`config.mk`:
```
export PLATFORM = sky130hd
export DESIGN_NAME = ram_sync_be
export DESIGN_NICKNAME = d
export VERILOG_FILES = /design/src/rtl/ram_pkg.sv /design/src/rtl/ram_init_ctrl.sv /design/src/rtl/ram_sync_be.sv
export SDC_FILE = /design/constraint.sdc
export NUM_CORES = 1
export LEC_CHECK = 0
export BUFFER_PORTS_ARGS = -buffer_cell sky130_fd_sc_hd__buf_2
export CORE_MARGIN = 5
export CORE_UTILIZATION = 40
export DETAILED_ROUTE_END_ITERATION = 10
export GPL_ROUTABILITY_DRIVEN = 0
export PLACE_DENSITY = 0.57
export SYNTH_ARGS = -nofsm -noshare
export SYNTH_HDL_FRONTEND = slang
export SYNTH_SLANG_ARGS = --single-unit
```
`constraint.sdc`:
```
create_clock -name clk -period 1.75 [get_ports clk]
set_clock_uncertainty 0.1 [all_clocks]
set_input_delay 0 -clock clk [delete_from_list [all_inputs] [get_ports clk]]
set_output_delay 0 -clock clk [all_outputs]
set_load 0.01 [all_outputs]
```
`src/rtl/ram_pkg.sv`:
```
// Shared types and helpers for the byte-enable synchronous RAM.
package ram_pkg;

   // Widest word byte_merge handles; callers zero-extend into it and truncate the result.
   localparam int unsigned MAX_D_WIDTH  = 1024;
   localparam int unsigned MAX_BE_WIDTH = MAX_D_WIDTH / 8;

   // Clear-sweep controller states (only used when RAM_INIT_CLEAR_EN is defined).
   typedef enum logic {INIT, READY} ram_init_state_t;

   // Number of byte lanes in a data word.
   function automatic int unsigned be_width(input int unsigned d_width);
      return d_width / 8;
   endfunction

   // Replace the byte lanes of old_word selected by be with those of new_word.
   function automatic logic [MAX_D_WIDTH-1:0] byte_merge(
      input logic [MAX_D_WIDTH-1:0]  old_word,
      input logic [MAX_D_WIDTH-1:0]  new_word,
      input logic [MAX_BE_WIDTH-1:0] be
   );
      logic [MAX_D_WIDTH-1:0] merged;
      merged = old_word;
      for (int i = 0; i < MAX_BE_WIDTH; i++) begin
         if (be[i]) merged[8*i +: 8] = new_word[8*i +: 8];
      end
      return merged;
   endfunction

endpackage

```
`src/rtl/ram_init_ctrl.sv`:
```
// Post-reset clear sweep: writes zero to every entry once, holding the RAM busy meanwhile.
// Only instantiated when RAM_INIT_CLEAR_EN is defined.
module ram_init_ctrl
   import ram_pkg::*;
#(
   parameter int unsigned A_WIDTH = 5,
   parameter int unsigned A_MAX   = 32
) (
   input  logic               clk_i,
   input  logic               reset_i,
   output logic               init_busy_o,
   output logic               clear_we_o,
   output logic [A_WIDTH-1:0] clear_addr_o
);

   localparam logic [A_WIDTH-1:0] LAST_ADDR = A_WIDTH'(A_MAX - 1);

   ram_init_state_t    state_q, state_d;
   logic [A_WIDTH-1:0] addr_q, addr_d;

   // State and clear-address registers; reset restarts the sweep at address 0.
   always_ff @(posedge clk_i or posedge reset_i) begin
      if (reset_i) begin
         state_q <= INIT;
         addr_q  <= '0;
      end else begin
         state_q <= state_d;
         addr_q  <= addr_d;
      end
   end

   // One address cleared per cycle; leave INIT after the last entry is written.
   always_comb begin
      state_d     = state_q;
      addr_d      = addr_q;
      init_busy_o = 1'b0;
      clear_we_o  = 1'b0;
      unique case (state_q)
         INIT: begin
            init_busy_o = 1'b1;
            clear_we_o  = 1'b1;
            if (addr_q == LAST_ADDR) begin
               state_d = READY;
            end else begin
               addr_d = addr_q + 1'b1;
            end
         end
         READY: begin
            state_d = READY;
         end
      endcase
   end

   assign clear_addr_o = addr_q;

endmodule

```
`src/rtl/ram_sync_be.sv`:
```
// Simple-dual-port synchronous RAM with byte enables, 1- or 2-cycle read latency,
// a read_valid strobe and selectable read/write collision behaviour.
// Optional feature: define RAM_INIT_CLEAR_EN to zero the whole array after reset.
module ram_sync_be
   import ram_pkg::*;
#(
   parameter int unsigned D_WIDTH      = 8,
   parameter int unsigned A_WIDTH      = 5,
   parameter int unsigned A_MAX        = 32,
   parameter int unsigned READ_LATENCY = 1,
   parameter int unsigned WRITE_FIRST  = 0
) (
   input  logic                        clk,
   input  logic                        reset,
   input  logic                        write_enable,
   input  logic [A_WIDTH-1:0]          address_write,
   input  logic [D_WIDTH-1:0]          data_write,
   input  logic [be_width(D_WIDTH)-1:0] byte_enable,
   input  logic                        read_enable,
   input  logic [A_WIDTH-1:0]          address_read,
   output logic [D_WIDTH-1:0]          data_read,
   output logic                        read_valid,
   output logic                        init_busy
);

   localparam int unsigned BE_WIDTH = be_width(D_WIDTH);

   logic [D_WIDTH-1:0]  mem [A_MAX];

   logic                mem_we;
   logic [A_WIDTH-1:0]  mem_addr;
   logic [D_WIDTH-1:0]  mem_wdata;
   logic [BE_WIDTH-1:0] mem_be;
   logic [D_WIDTH-1:0]  merged_word;
   logic                write_hit;
   logic                read_fire;
   logic [D_WIDTH-1:0]  read_word;

`ifdef RAM_INIT_CLEAR_EN
   logic               clear_we;
   logic [A_WIDTH-1:0] clear_addr;

   ram_init_ctrl #(
      .A_WIDTH (A_WIDTH),
      .A_MAX   (A_MAX)
   ) u_init_ctrl (
      .clk_i        (clk),
      .reset_i      (reset),
      .init_busy_o  (init_busy),
      .clear_we_o   (clear_we),
      .clear_addr_o (clear_addr)
   );
`else
   assign init_busy = 1'b0;
`endif

   // Write-port mux: user writes normally, the clear sweep takes over while busy.
   always_comb begin
      write_hit = write_enable && !init_busy && (32'(address_write) < A_MAX);
      mem_we    = write_hit;
      mem_addr  = address_write;
      mem_wdata = data_write;
      mem_be    = byte_enable;
`ifdef RAM_INIT_CLEAR_EN
      if (clear_we) begin
         mem_we    = 1'b1;
         mem_addr  = clear_addr;
         mem_wdata = '0;
         mem_be    = '1;
      end
`endif
      merged_word = D_WIDTH'(byte_merge(MAX_D_WIDTH'(mem[mem_addr]), MAX_D_WIDTH'(mem_wdata),
                                        MAX_BE_WIDTH'(mem_be)));
   end

   // Storage array; contents are deliberately not reset.
   always_ff @(posedge clk) begin
      if (mem_we) mem[mem_addr] <= merged_word;
   end

   // Read word selection, including out-of-range and same-address collision handling.
   always_comb begin
      read_fire = read_enable && !init_busy;
      if (32'(address_read) >= A_MAX) begin
         read_word = '0;
      end else if ((WRITE_FIRST != 0) && write_hit && (address_write == address_read)) begin
         read_word = merged_word;
      end else begin
         read_word = mem[address_read];
      end
   end

   if (READ_LATENCY == 2) begin : g_lat2
      logic [D_WIDTH-1:0] stage_data_q;
      logic               stage_valid_q;

      // Capture stage followed by a plain output register; reset flushes both.
      always_ff @(posedge clk or posedge reset) begin
         if (reset) begin
            stage_data_q  <= '0;
            stage_valid_q <= 1'b0;
            data_read     <= '0;
            read_valid    <= 1'b0;
         end else begin
            stage_valid_q <= read_fire;
            if (read_fire) stage_data_q <= read_word;
            read_valid <= stage_valid_q;
            if (stage_valid_q) data_read <= stage_data_q;
         end
      end
   end else begin : g_lat1
      // Single output register; data_read holds between strobes.
      always_ff @(posedge clk or posedge reset) begin
         if (reset) begin
            data_read  <= '0;
            read_valid <= 1'b0;
         end else begin
            read_valid <= read_fire;
            if (read_fire) data_read <= read_word;
         end
      end
   end

endmodule

```
### Word level (Yosys, flattened, before mapping)

Memory sizes are Yosys's and may differ from the RTL's. A register that Yosys moved wholly into a read port is not among the register bits.
Index checks and enable logic that the tools add are counted.

* bitwise logic cells: 0
* shift-type cells: 0
* magnitude comparators: 0
* reductions and logical operators: 1
* add/subtract/negate cells: 0
* equality and inequality tests: 1
* divide/modulo/power cells: 0
* multiplexer cells: 3
* multipliers: 0

Operators with widths (count)
* two-way mux 8 bit: 1
* two-way mux 1 bit: 2
* AND reduction 2 bit: 1
* inequality test 1 bit (second input constant): 1

* logic and storage cells: 7
* output and inout bits: 10
* memory bits (writable): 256
* bits in read-only memories: 0
* memories kept: 1
* flip-flop bits (word level): 1
* latch bits: 0

Memories
* mem: words 32, bits a word 8, rd ports 1, clocked after Yosys merged registers in 1, wr ports 1, RTL line ram_sync_be.sv:28 `logic [D_WIDTH-1:0] mem [A_MAX];`

### Depth between registers and ports, before layout

* depth after elaboration: 3
* depth in mapped cells: 7
* depth with buffers taken out: 5

### Worst setup path before layout

OpenSTA, ideal clock, no wires.

* path type: input to register
* start point: in address_write[1]
* end point: mem mem[0][0] (enable)
* setup slack: 355 ps
* arrival time: 925 ps
* cell stages on the path: 3
* path buffers: 1
* library setup time: 370 ps
* path through: or3_1 > clkbuf_1 > nor2_1

RTL lines
* start, declared: RTL line ram_sync_be.sv:16 `input logic [A_WIDTH-1:0] address_write,`
* end, declared: RTL line ram_sync_be.sv:28

Straight into the memory's write port.

==> results.yml <==
status:
  status: "completed"
floorplanning:
  die_area_sq_mm: 0.0295
  io_pins: 33
  coreArea_sq_mm: 0.0259
  initial_core_util: 0.404
  die_y_um: 172
  fp-row-count: 59
  die_w_um: 172
worst_setup_path:
  start_kind: "flop"
  crit_chain: "mux2i_1 > a22oi_1 > a21oi_1 > nor4_1 > mux2_2"
  cp_slowest_stage_delay_ns: 0.43
  crit_fanout: 1
  crit_slowest_cell: "a21oi_1"
  cp.required_ns: 2.06
  path_class: "flop to flop"
  end_kind: "flop"
  worst_ep_arrival_time_ns: 2.04
flow_run:
  cap_violations: 0
cells_and_area:
  layout.cells.most_common: "edfxtp_1"
  layout_common_cells: "edfxtp_1 (256), mux2i_1 (128), a22oi_1 (64)"
  n_antenna_cell: 0
  nNetsFinal: 718
  drive_gt1_frac: 0.200
  area_growth_pct: 18.1
pwr:
  internal_power_mw: 10.5
  p_sw_frac: 0.207
  p_seq_frac: 0.535
  powerDensity_mw_per_mm2: 1070
  combPwrFrac: 0.061
  power.leakage_nw: 4.35
  power.total_mw: 13.2
  power_switching_mw: 2.74
  worst_ir_drop_vdd_v: 0.000908
  pwr-share-clk: 0.405
route:
  drtPass1Iterations: 5
  viasPerCell: 5.34
  drt-total-wl_um: 23700
  wire_per_inst_um: 22.5
  vias: 5606
  drc: 0
  drt_iter0_markers: 468
  drtAntennaViolNets: 0
sta:
  hold_viol_final: 0
  max_freq_ghz: 0.577
  slew-limit-headroom: 0.500
  fin_setup_tns_ns: 0
  drv_slew: 0
  worst_pin_slew_ns: 0.750
  min_period_over_period: 0.990
  setup_ws_ns: 0.0169
  setup_viol: 0
  period_needed_ns: 1.73
yosys:
  avgSynthCellArea_sq_um: 17.5
  ys_seq_area_frac: 0.756
  synth_ff_type: "edfxtp_1"
  synth.cell_area_sq_mm: 0.0105
  synth_top_family_by_area: "multiplexers"
  ys_warn_count: 0
  synth_xor_area_frac: 0
  synth_compound_area_frac: 0.0612
  async_flop_share: 0.0340
  ys_seq_elements: 265
  synth_fa_ha_area_frac: 0
  synthCells: 597
  synth_edf_count: 256
  synth_mux_area_frac: 0.131
  syn-num-nets: 620
  synth-simple-area-share: 0.0293
  netlist-cell-type-count: 26
clock_tree:
  max-clock-path-buffers: 3
  clk_pin_slew_ns: 0.06
  cts_made_buffers: 27
  cts_sinks: 265
  cts_tree: "done"
  clk_latency_ns: 0.52
  cts_htree_levels: 1
  ctsRootBufferMaster: "clkbuf_16"
  post_cts.repair.setup_buffers: 0
hold_path:
  min_path_type: "primary input to flop"
global_route:
  grt_start_max_net_pins: 35
  grt_remaining_overflow: 0
  antenna_found_initial: 0
  grt_pass1_wl_um: 35500
  grt_pass1_vias: 5825
  grtUsageTotal: 0.160
placed_design:
  portBuffers: 31
  preCtsSetupSlack_ns: -0.0850
  dp_hpwl_um: 15200
[area by class of cell]
type                       count  area, sq um
inverter                       1         3.75
clock inverter                12          109
timing repair buffer         104          862
sequential                   265         7910
tap                          335          419
clock buffer                  37          713
fill                        2163        13500
multi-input combinational    296         2340
[per-layer routing]
layer | routed length (um) | vias to the layer above | track usage | share of wire
met1 | 10100 | 2825 | 0.221 | 0.43
met3 | 1470 | 42 | 0.0287 | 0.062
met2 | 11600 | 169 | 0.266 | 0.49
met5 | 0 | - | 0 | 0
met4 | 576 | 0 | 0.0410 | 0.024
li1 | - | 2570 | - | -
[what timing repair did]
action | CTS | global route
endpoints found under the hold margin | 258 | 0
gates resized for setup | 0 | 3
endpoints found under the setup margin | 0 | 3
hold buffers | 11 | 0
[cell usage after synthesis (all sizes together), types with 3 or more instances]
| library cell | number | area share |
|---|---|---|
| nor2 | 35 | 0.013 |
| dfrtp | 9 | 0.022 |
| a22oi | 64 | 0.046 |
| mux2 | 8 | 0.0086 |
| clkbuf | 8 | 0.0029 |
| a21oi | 32 | 0.015 |
| buf | 27 | 0.019 |
| nor4 | 8 | 0.0048 |
| edfxtp | 256 | 0.73 |
| mux2i | 128 | 0.12 |
| nand3b | 3 | 0.0022 |
| nand2 | 4 | 0.0014 |
[path summary, 6_finish.rpt]
kind / startpoint / to / slack [ns] / cells past startpoint
min reg2reg: data_read[6]$_DFFE_PP0P_ / data_read[6]$_DFFE_PP0P_ / 0.40 / 1
min: address_write[2] / mem[6][5]$_DFFE_PP_ / 0.08 / 4
max reg2reg: mem[20][1]$_DFFE_PP_ / data_read[1]$_DFFE_PP0P_ / 0.02 / 5
max: mem[20][1]$_DFFE_PP_ / data_read[1]$_DFFE_PP0P_ / 0.02 / 5
min in group asynchronous: reset / data_read[7]$_DFFE_PP0P_ / 0.47 / 4
max in group asynchronous: reset / data_read[2]$_DFFE_PP0P_ / 0.77 / 4
[power by group through the flow]
stage	combinational (mW)	sequential [mW]	clock, mW
detailed placement	0.783	7.20	0
CTS	0.804	7.07	5.44
floorplan	0.397	7.20	0
global placement	0.767	7.20	0
finish	0.801	7.07	5.35
global route	0.857	7.07	5.70
[critical path, delay by kind of cell (launching register included)]
family	cells	cell delay (ns)
AO/OA/AOI/OAI	2	0.58
flip-flops	1	0.37
AND/OR/NAND/NOR	1	0.12
multiplexers	2	0.45
[logic make-up after synthesis]
family,after synthesis
other cells,1
compound gates,96
buf+inv,36
mux,136
simple gates,63
flops,265
[stage by stage]
| stage | instance area, sq um | std cells | hold WS, ns | utilization |
|---|---|---|---|---|
| 2_1_floorplan | 10500 | 597 | -0.272 | - |
| 3_3_place_gp | 11400 | 990 | -0.109 | 0.441 |
| 3_5_place_dp | 11400 | 990 | -0.0870 | 0.441 |
| 4_1_cts | 12300 | 1050 | 0.0490 | 0.477 |
| 5_1_grt | 12400 | 1050 | 0.0812 | 0.477 |
| 6_report | 12400 | 1050 | 0.0803 | 0.477 |
[sequential cells by signal, summed over array words and instances (netlist names)]
| name | flops |
|---|---|
| mem | 256 |
| read_valid | 1 |
| data_read | 8 |
Note: power is estimated with default switching activity, not from simulation.
